[src/rtl/controle_rega_multizona.sv]
// Multi-zone irrigation scheduler: scans the zones in order and waters one at a time, with a timed pause between zones and a tank-level interlock.
// Latency: outputs are registered; the valve opens 1 cycle after the SCAN cycle and closes in the cycle after the terminal tick.
// Backpressure: none. Optional build macro ZONA_MASCARA_EN adds the zona_habilitada per-zone enable input.
module controle_rega_multizona #(
    parameter int N_ZONES = 4,
    parameter int T_W     = 6,
    parameter int DUR_GOT = 20,
    parameter int DUR_ASP = 10,
    parameter int PAUSA_S = 2
) (
    input  logic               clock,
    input  logic               reset,
    input  logic               tick_1s,
    input  logic               iniciar,
    input  logic [N_ZONES-1:0] umidadeAr,
    input  logic [N_ZONES-1:0] umidadeSolo,
    input  logic [N_ZONES-1:0] temperatura,
    input  logic [2:0]         nivelDagua,
`ifdef ZONA_MASCARA_EN
    input  logic [N_ZONES-1:0] zona_habilitada,
`endif
    output logic [N_ZONES-1:0] valvulas,
    output logic               aspersao,
    output logic               gotejamento,
    output logic [3:0]         zona_ativa,
    output logic [T_W-1:0]     tempo_restante,
    output logic               ocupado,
    output logic               alarme,
    output logic               erro
);

    localparam int ZW = (N_ZONES > 1) ? $clog2(N_ZONES) : 1;

    typedef enum logic [1:0] {
        IDLE  = 2'd0,
        SCAN  = 2'd1,
        REGA  = 2'd2,
        PAUSA = 2'd3
    } estado_t;

    estado_t            estado;

    logic [ZW-1:0]      zona_idx;
    logic               zona_hab;
    logic               nivel_vazio;
    logic               nivel_baixo;
    logic               nivel_invalido;
    logic               modo_got;
    logic               modo_asp;
    logic               ultima_zona;
    logic [N_ZONES-1:0] onehot_zona;
    logic               intertravamento;
    logic               parar;
    logic               fim_zona;
    logic               pula_zona;
    logic               avancar;

    assign zona_idx = zona_ativa[ZW-1:0];

`ifdef ZONA_MASCARA_EN
    assign zona_hab = zona_habilitada[zona_idx];
`else
    assign zona_hab = 1'b1;
`endif

    // Decode tank level, pick the mode for the current zone, and derive the transition events
    always_comb begin
        nivel_vazio    = (nivelDagua == 3'b000);
        nivel_baixo    = (nivelDagua == 3'b001);
        nivel_invalido = !((nivelDagua == 3'b000) || (nivelDagua == 3'b001) ||
                           (nivelDagua == 3'b011) || (nivelDagua == 3'b111));

        modo_got = 1'b0;
        modo_asp = 1'b0;
        if (!nivel_vazio && !nivel_invalido && zona_hab && !umidadeSolo[zona_idx]) begin
            // A low tank cannot feed sprinklers, so it falls back to drip
            if (temperatura[zona_idx] || !umidadeAr[zona_idx] || nivel_baixo) begin
                modo_got = 1'b1;
            end else begin
                modo_asp = 1'b1;
            end
        end

        ultima_zona = (zona_ativa == 4'(N_ZONES - 1));
        onehot_zona = {{(N_ZONES-1){1'b0}}, 1'b1} << zona_idx;

        // Interlock outranks a stop request, which outranks any tick
        intertravamento = (estado != IDLE) && (nivel_vazio || nivel_invalido);
        parar           = (estado != IDLE) && iniciar;

        // A zone finishes when its enable drops, or on the terminal tick of the
        // pause (or of the watering itself when there is no pause)
        fim_zona = 1'b0;
        if ((estado == REGA) || (estado == PAUSA)) begin
            if (!zona_hab) begin
                fim_zona = 1'b1;
            end else if (tick_1s && (tempo_restante == T_W'(1)) &&
                         ((estado == PAUSA) || (PAUSA_S == 0))) begin
                fim_zona = 1'b1;
            end
        end

        pula_zona = (estado == SCAN) && !modo_got && !modo_asp;
        avancar   = fim_zona || pula_zona;
    end

    // Scheduler FSM with registered outputs
    always_ff @(posedge clock) begin
        if (reset) begin
            estado         <= IDLE;
            valvulas       <= '0;
            aspersao       <= 1'b0;
            gotejamento    <= 1'b0;
            zona_ativa     <= '0;
            tempo_restante <= '0;
            ocupado        <= 1'b0;
            alarme         <= 1'b0;
            erro           <= 1'b0;
        end else if (intertravamento || parar || (avancar && ultima_zona)) begin
            // Abort, stop, or end of the last zone: everything off, back to IDLE
            if (intertravamento && nivel_vazio) begin
                alarme <= 1'b1;
            end
            if (intertravamento && nivel_invalido) begin
                erro <= 1'b1;
            end
            estado         <= IDLE;
            valvulas       <= '0;
            aspersao       <= 1'b0;
            gotejamento    <= 1'b0;
            zona_ativa     <= '0;
            tempo_restante <= '0;
            ocupado        <= 1'b0;
        end else if (avancar) begin
            // Move on to scan the next zone
            estado         <= SCAN;
            valvulas       <= '0;
            aspersao       <= 1'b0;
            gotejamento    <= 1'b0;
            zona_ativa     <= zona_ativa + 4'd1;
            tempo_restante <= '0;
        end else begin
            case (estado)
                IDLE: begin
                    if (iniciar) begin
                        // Latched flags clear only once the tank reads sane again
                        if (!nivel_vazio && !nivel_invalido) begin
                            alarme <= 1'b0;
                            erro   <= 1'b0;
                        end
                        estado         <= SCAN;
                        zona_ativa     <= '0;
                        tempo_restante <= '0;
                        ocupado        <= 1'b1;
                    end
                end
                SCAN: begin
                    // Only reached with a watering mode selected; skips went through avancar
                    estado         <= REGA;
                    valvulas       <= onehot_zona;
                    aspersao       <= modo_asp;
                    gotejamento    <= modo_got;
                    tempo_restante <= modo_asp ? T_W'(DUR_ASP) : T_W'(DUR_GOT);
                end
                REGA: begin
                    if (tick_1s) begin
                        if (tempo_restante == T_W'(1)) begin
                            // Terminal tick with a non-zero pause configured
                            estado         <= PAUSA;
                            valvulas       <= '0;
                            aspersao       <= 1'b0;
                            gotejamento    <= 1'b0;
                            tempo_restante <= T_W'(PAUSA_S);
                        end else begin
                            tempo_restante <= tempo_restante - T_W'(1);
                        end
                    end
                end
                PAUSA: begin
                    if (tick_1s) begin
                        tempo_restante <= tempo_restante - T_W'(1);
                    end
                end
                default: begin
                    estado  <= IDLE;
                    ocupado <= 1'b0;
                end
            endcase
        end
    end

endmodule

[config.mk]
export PLATFORM = sky130hd
export DESIGN_NAME = controle_rega_multizona
export DESIGN_NICKNAME = d
export VERILOG_FILES = /design/src/rtl/controle_rega_multizona.sv
export SDC_FILE = /design/constraint.sdc
export NUM_CORES = 1
export LEC_CHECK = 0
export CORE_MARGIN = 10
export CORE_UTILIZATION = 40
export DETAILED_ROUTE_END_ITERATION = 12
export PLACE_DENSITY = 0.77
export SETUP_SLACK_MARGIN = 0.3
export SKIP_LAST_GASP = 1
export SLEW_MARGIN = 20
export SYNTH_ARGS = -nofsm -noshare
export SYNTH_HDL_FRONTEND = slang
export SYNTH_SLANG_ARGS = --single-unit
[constraint.sdc]
create_clock -name clock -period 3.1 [get_ports clock]
set_input_delay 0.62 -clock clock [delete_from_list [all_inputs] [get_ports clock]]
set_output_delay 0.62 -clock clock [all_outputs]
set_load 0.01 [all_outputs]
==> out/results.ini <==
[synthesis]
synth_warnings=0
postSynth.asyncResetShare=0
syn_area_per_cell_sq_um=8.072
synth_cells=164
seq_area_frac_synth=0.3176
synth_cell_types=42
syn_nets=194
synth_edf_count=0
ys_ff_latch=21
syn_area_sq_mm=0.001324
synth_ff_type=dfxtp_1

[global_route]
grt_max_degree=14
antenna_found_initial=0
grt.total_usage=0.1257
grt.overflow.total=0
grt_pass1_vias=1389
grt_pass1_wl_um=6548

[die]
rows=20
die-area_sq_mm=0.006010
core_area_sq_mm=0.003103
io_pins=38
initial_core_util=0.4266
die_w_um=77.53
die_h_um=77.53

[placed_design]
port_buffers=37
pre_cts_ws_ns=0.3689
dp_hpwl_um=3095
gp_congestion=0.8424
placed_cells=242

[sta]
drv_slew=0
maxSlewHeadroom=0.5627
setup-tns-final_ns=0
finalSetupViolations=0
fin_ws_ns=0.6987
min_period_ns=2.401
rsz0062_at_grt=false
tightestPinTransition_ns=0.6477
hold_viol=0
skew_ns=0.008624
finalCritPeriodShare=0.7746
timing.fmax_ghz=0.4164

[hold_path]
hold_path_class=reg -> reg

[critical_path]
crit_slowest_cell=mux4_2
endpoint=tempo_restante[0]
required_ns=3.33
arrival_ns=2.63
startpoint=umidadeSolo[2]
worstReg2RegStart=zona_ativa[0]
slowest_delay_ns=0.49
crit_path_max_fanout=13
path_cells=clkdlybuf4s50_1 -> mux4_2 -> o31a_1 -> nor2_4 -> nand2_1 -> a211oi_1
rrSetupSlack_ns=0.81
worstSetupPathType=in -> reg
r2r-end=tempo_restante[0]
end_kind=flip-flop
startpoint_type=input port
rr_worst_depth=5

[detailed_routing]
firstDrtPassIters=4
vias=1370
ant_nets=0
drc_errors=0
first_iter_violations=92
via_per_inst=5.569
wirelength_um=3768
routedWlPerCell_um=15.32

[run]
max-cap-violations=0

[final_layout]
mostFrequentLayoutCells=clkdlybuf4s50_1, dfxtp_1, a21oi_1
drive_gt1_frac=0.05941
antenna_cells=0
areaGrowthSynthToFinish_pct=32.70
layout_commonest_cell=clkdlybuf4s50_1
fin_nets=233
instances_no_fill=246

[status]
run_status=finished clean

[clock_tree]
clock-sinks=21
cts_tree=done
clk_path_buf_depth=2
cts_hold_buffers=0
cts_setup_buffers=0
cts.htree.levels=1
cts_buffers=3
cts_resized=0
clock-root-buffer=clkbuf_4
cts.reportedPaths.clkPinSlew_ns=0.11
clock_latency_ns=0.31

[power_and_ir_drop]
powerDensity_mw_per_mm2=571.7
leakage_nw=0.6373
vdd_drop_max_mv=0.3333

==> worst min path at each step <==
stage,from,endpoint,slack (ns),depth (start not counted)
after floorplan,aspersao,aspersao,0.48,2
after detailed placement,valvulas[3],valvulas[3],0.45,2
after global routing,valvulas[0],valvulas[0],0.50,2
after global placement,valvulas[3],valvulas[3],0.44,2
final,valvulas[3],valvulas[3],0.46,2
after CTS,valvulas[3],valvulas[3],0.46,2
==> registers in the layout, indices dropped and copies added (netlist names) <==
register,count
alarme,1
valvulas,4
erro,1
estado,2
ocupado,1
gotejamento,1
zona_ativa,4
tempo_restante,6
aspersao,1
==> Yosys cell counts, types with 2 or more instances <==
| master | instances | share of area |
|---|---|---|
| dfxtp_1 | 21 | 0.32 |
| a211oi_1 | 2 | 0.011 |
| nor2_1 | 13 | 0.037 |
| or2_2 | 2 | 0.0095 |
| a31oi_1 | 6 | 0.028 |
| nand2_1 | 15 | 0.043 |
| nor3b_1 | 3 | 0.017 |
| nand3b_1 | 2 | 0.011 |
| nand2b_1 | 4 | 0.019 |
| or4b_1 | 2 | 0.015 |
| or3_1 | 2 | 0.0095 |
| or3b_2 | 2 | 0.013 |
| a21oi_1 | 16 | 0.060 |
| inv_1 | 13 | 0.037 |
| o311ai_0 | 2 | 0.013 |
| nor2b_1 | 2 | 0.0095 |
| o21ai_0 | 7 | 0.026 |
| a22o_1 | 2 | 0.013 |
| nor3_1 | 6 | 0.023 |
| nand3_1 | 7 | 0.026 |
| o31a_1 | 2 | 0.013 |
| or4_1 | 2 | 0.011 |
| ha_1 | 11 | 0.10 |
| nand4_1 | 2 | 0.0095 |
==> power by group <==
| group | leakage (nW) | switching, W | total, W | internal [W] |
|---|---|---|---|---|
| clock network | 0.0177 | 0.0000856 | 0.000134 | 0.0000482 |
| registers | 0.170 | 0.0000371 | 0.000344 | 0.000307 |
| logic | 0.450 | 0.000303 | 0.000526 | 0.000223 |
| total | 0.637 | 0.000426 | 0.00100 | 0.000578 |
==> per-stage QoR <==
stage	power (W)	cell area, sq um	hold slack [ns]	utilization
2_1_floorplan	0.0007142	1324	0.4761	-
3_3_place_gp	0.0008569	1729	0.4419	0.5573
3_5_place_dp	0.0008720	1729	0.4457	0.5573
4_1_cts	0.001006	1757	0.4601	0.5661
5_1_grt	0.001087	1757	0.4968	0.5661
6_report	0.001004	1757	0.4600	0.5661
==> logic make-up after synthesis <==
kind of cell               after synthesis  share of synthesized area
and+or+nand+nor                         68                     0.2779
DFF                                     21                     0.3176
AOI/OAI and AO/OA                       46                     0.2250
adders and majority gates               11                     0.1040
buffers and inverters                   16                    0.05198
xor gates and xnor gates                 1                   0.006617
muxes                                    1                    0.01701
==> metal layers <==
metal	share of wire	wire, um	GRT usage	up-vias
li1	-	-	-	675
met1	0.41	1541	0.1397	658
met2	0.51	1934	0.2241	33
met3	0.073	274	0.04954	4
met4	0.0048	18	0.02007	0
met5	0	0	0	-
==> worst max-delay path: cells and delay by family <==
family,cells,cell delay [ns]
and+or+nand+nor,2,0.56
buffers and inverters,1,0.41
AOI/OAI and AO/OA,2,0.55
muxes,1,0.49
==> layout make-up <==
cell class / instances / area, sq um
Clock buffer: 3 / 22.52
Tap cell: 44 / 55.05
Timing Repair Buffer: 37 / 370.4
Sequential cell: 21 / 420.4
Inverter: 13 / 48.80
Multi-Input combinational cell: 127 / 834.6
Fill cell: 321 / 1346
Clock inverter: 1 / 5.005
Note: power is estimated with default switching activity, not from simulation.
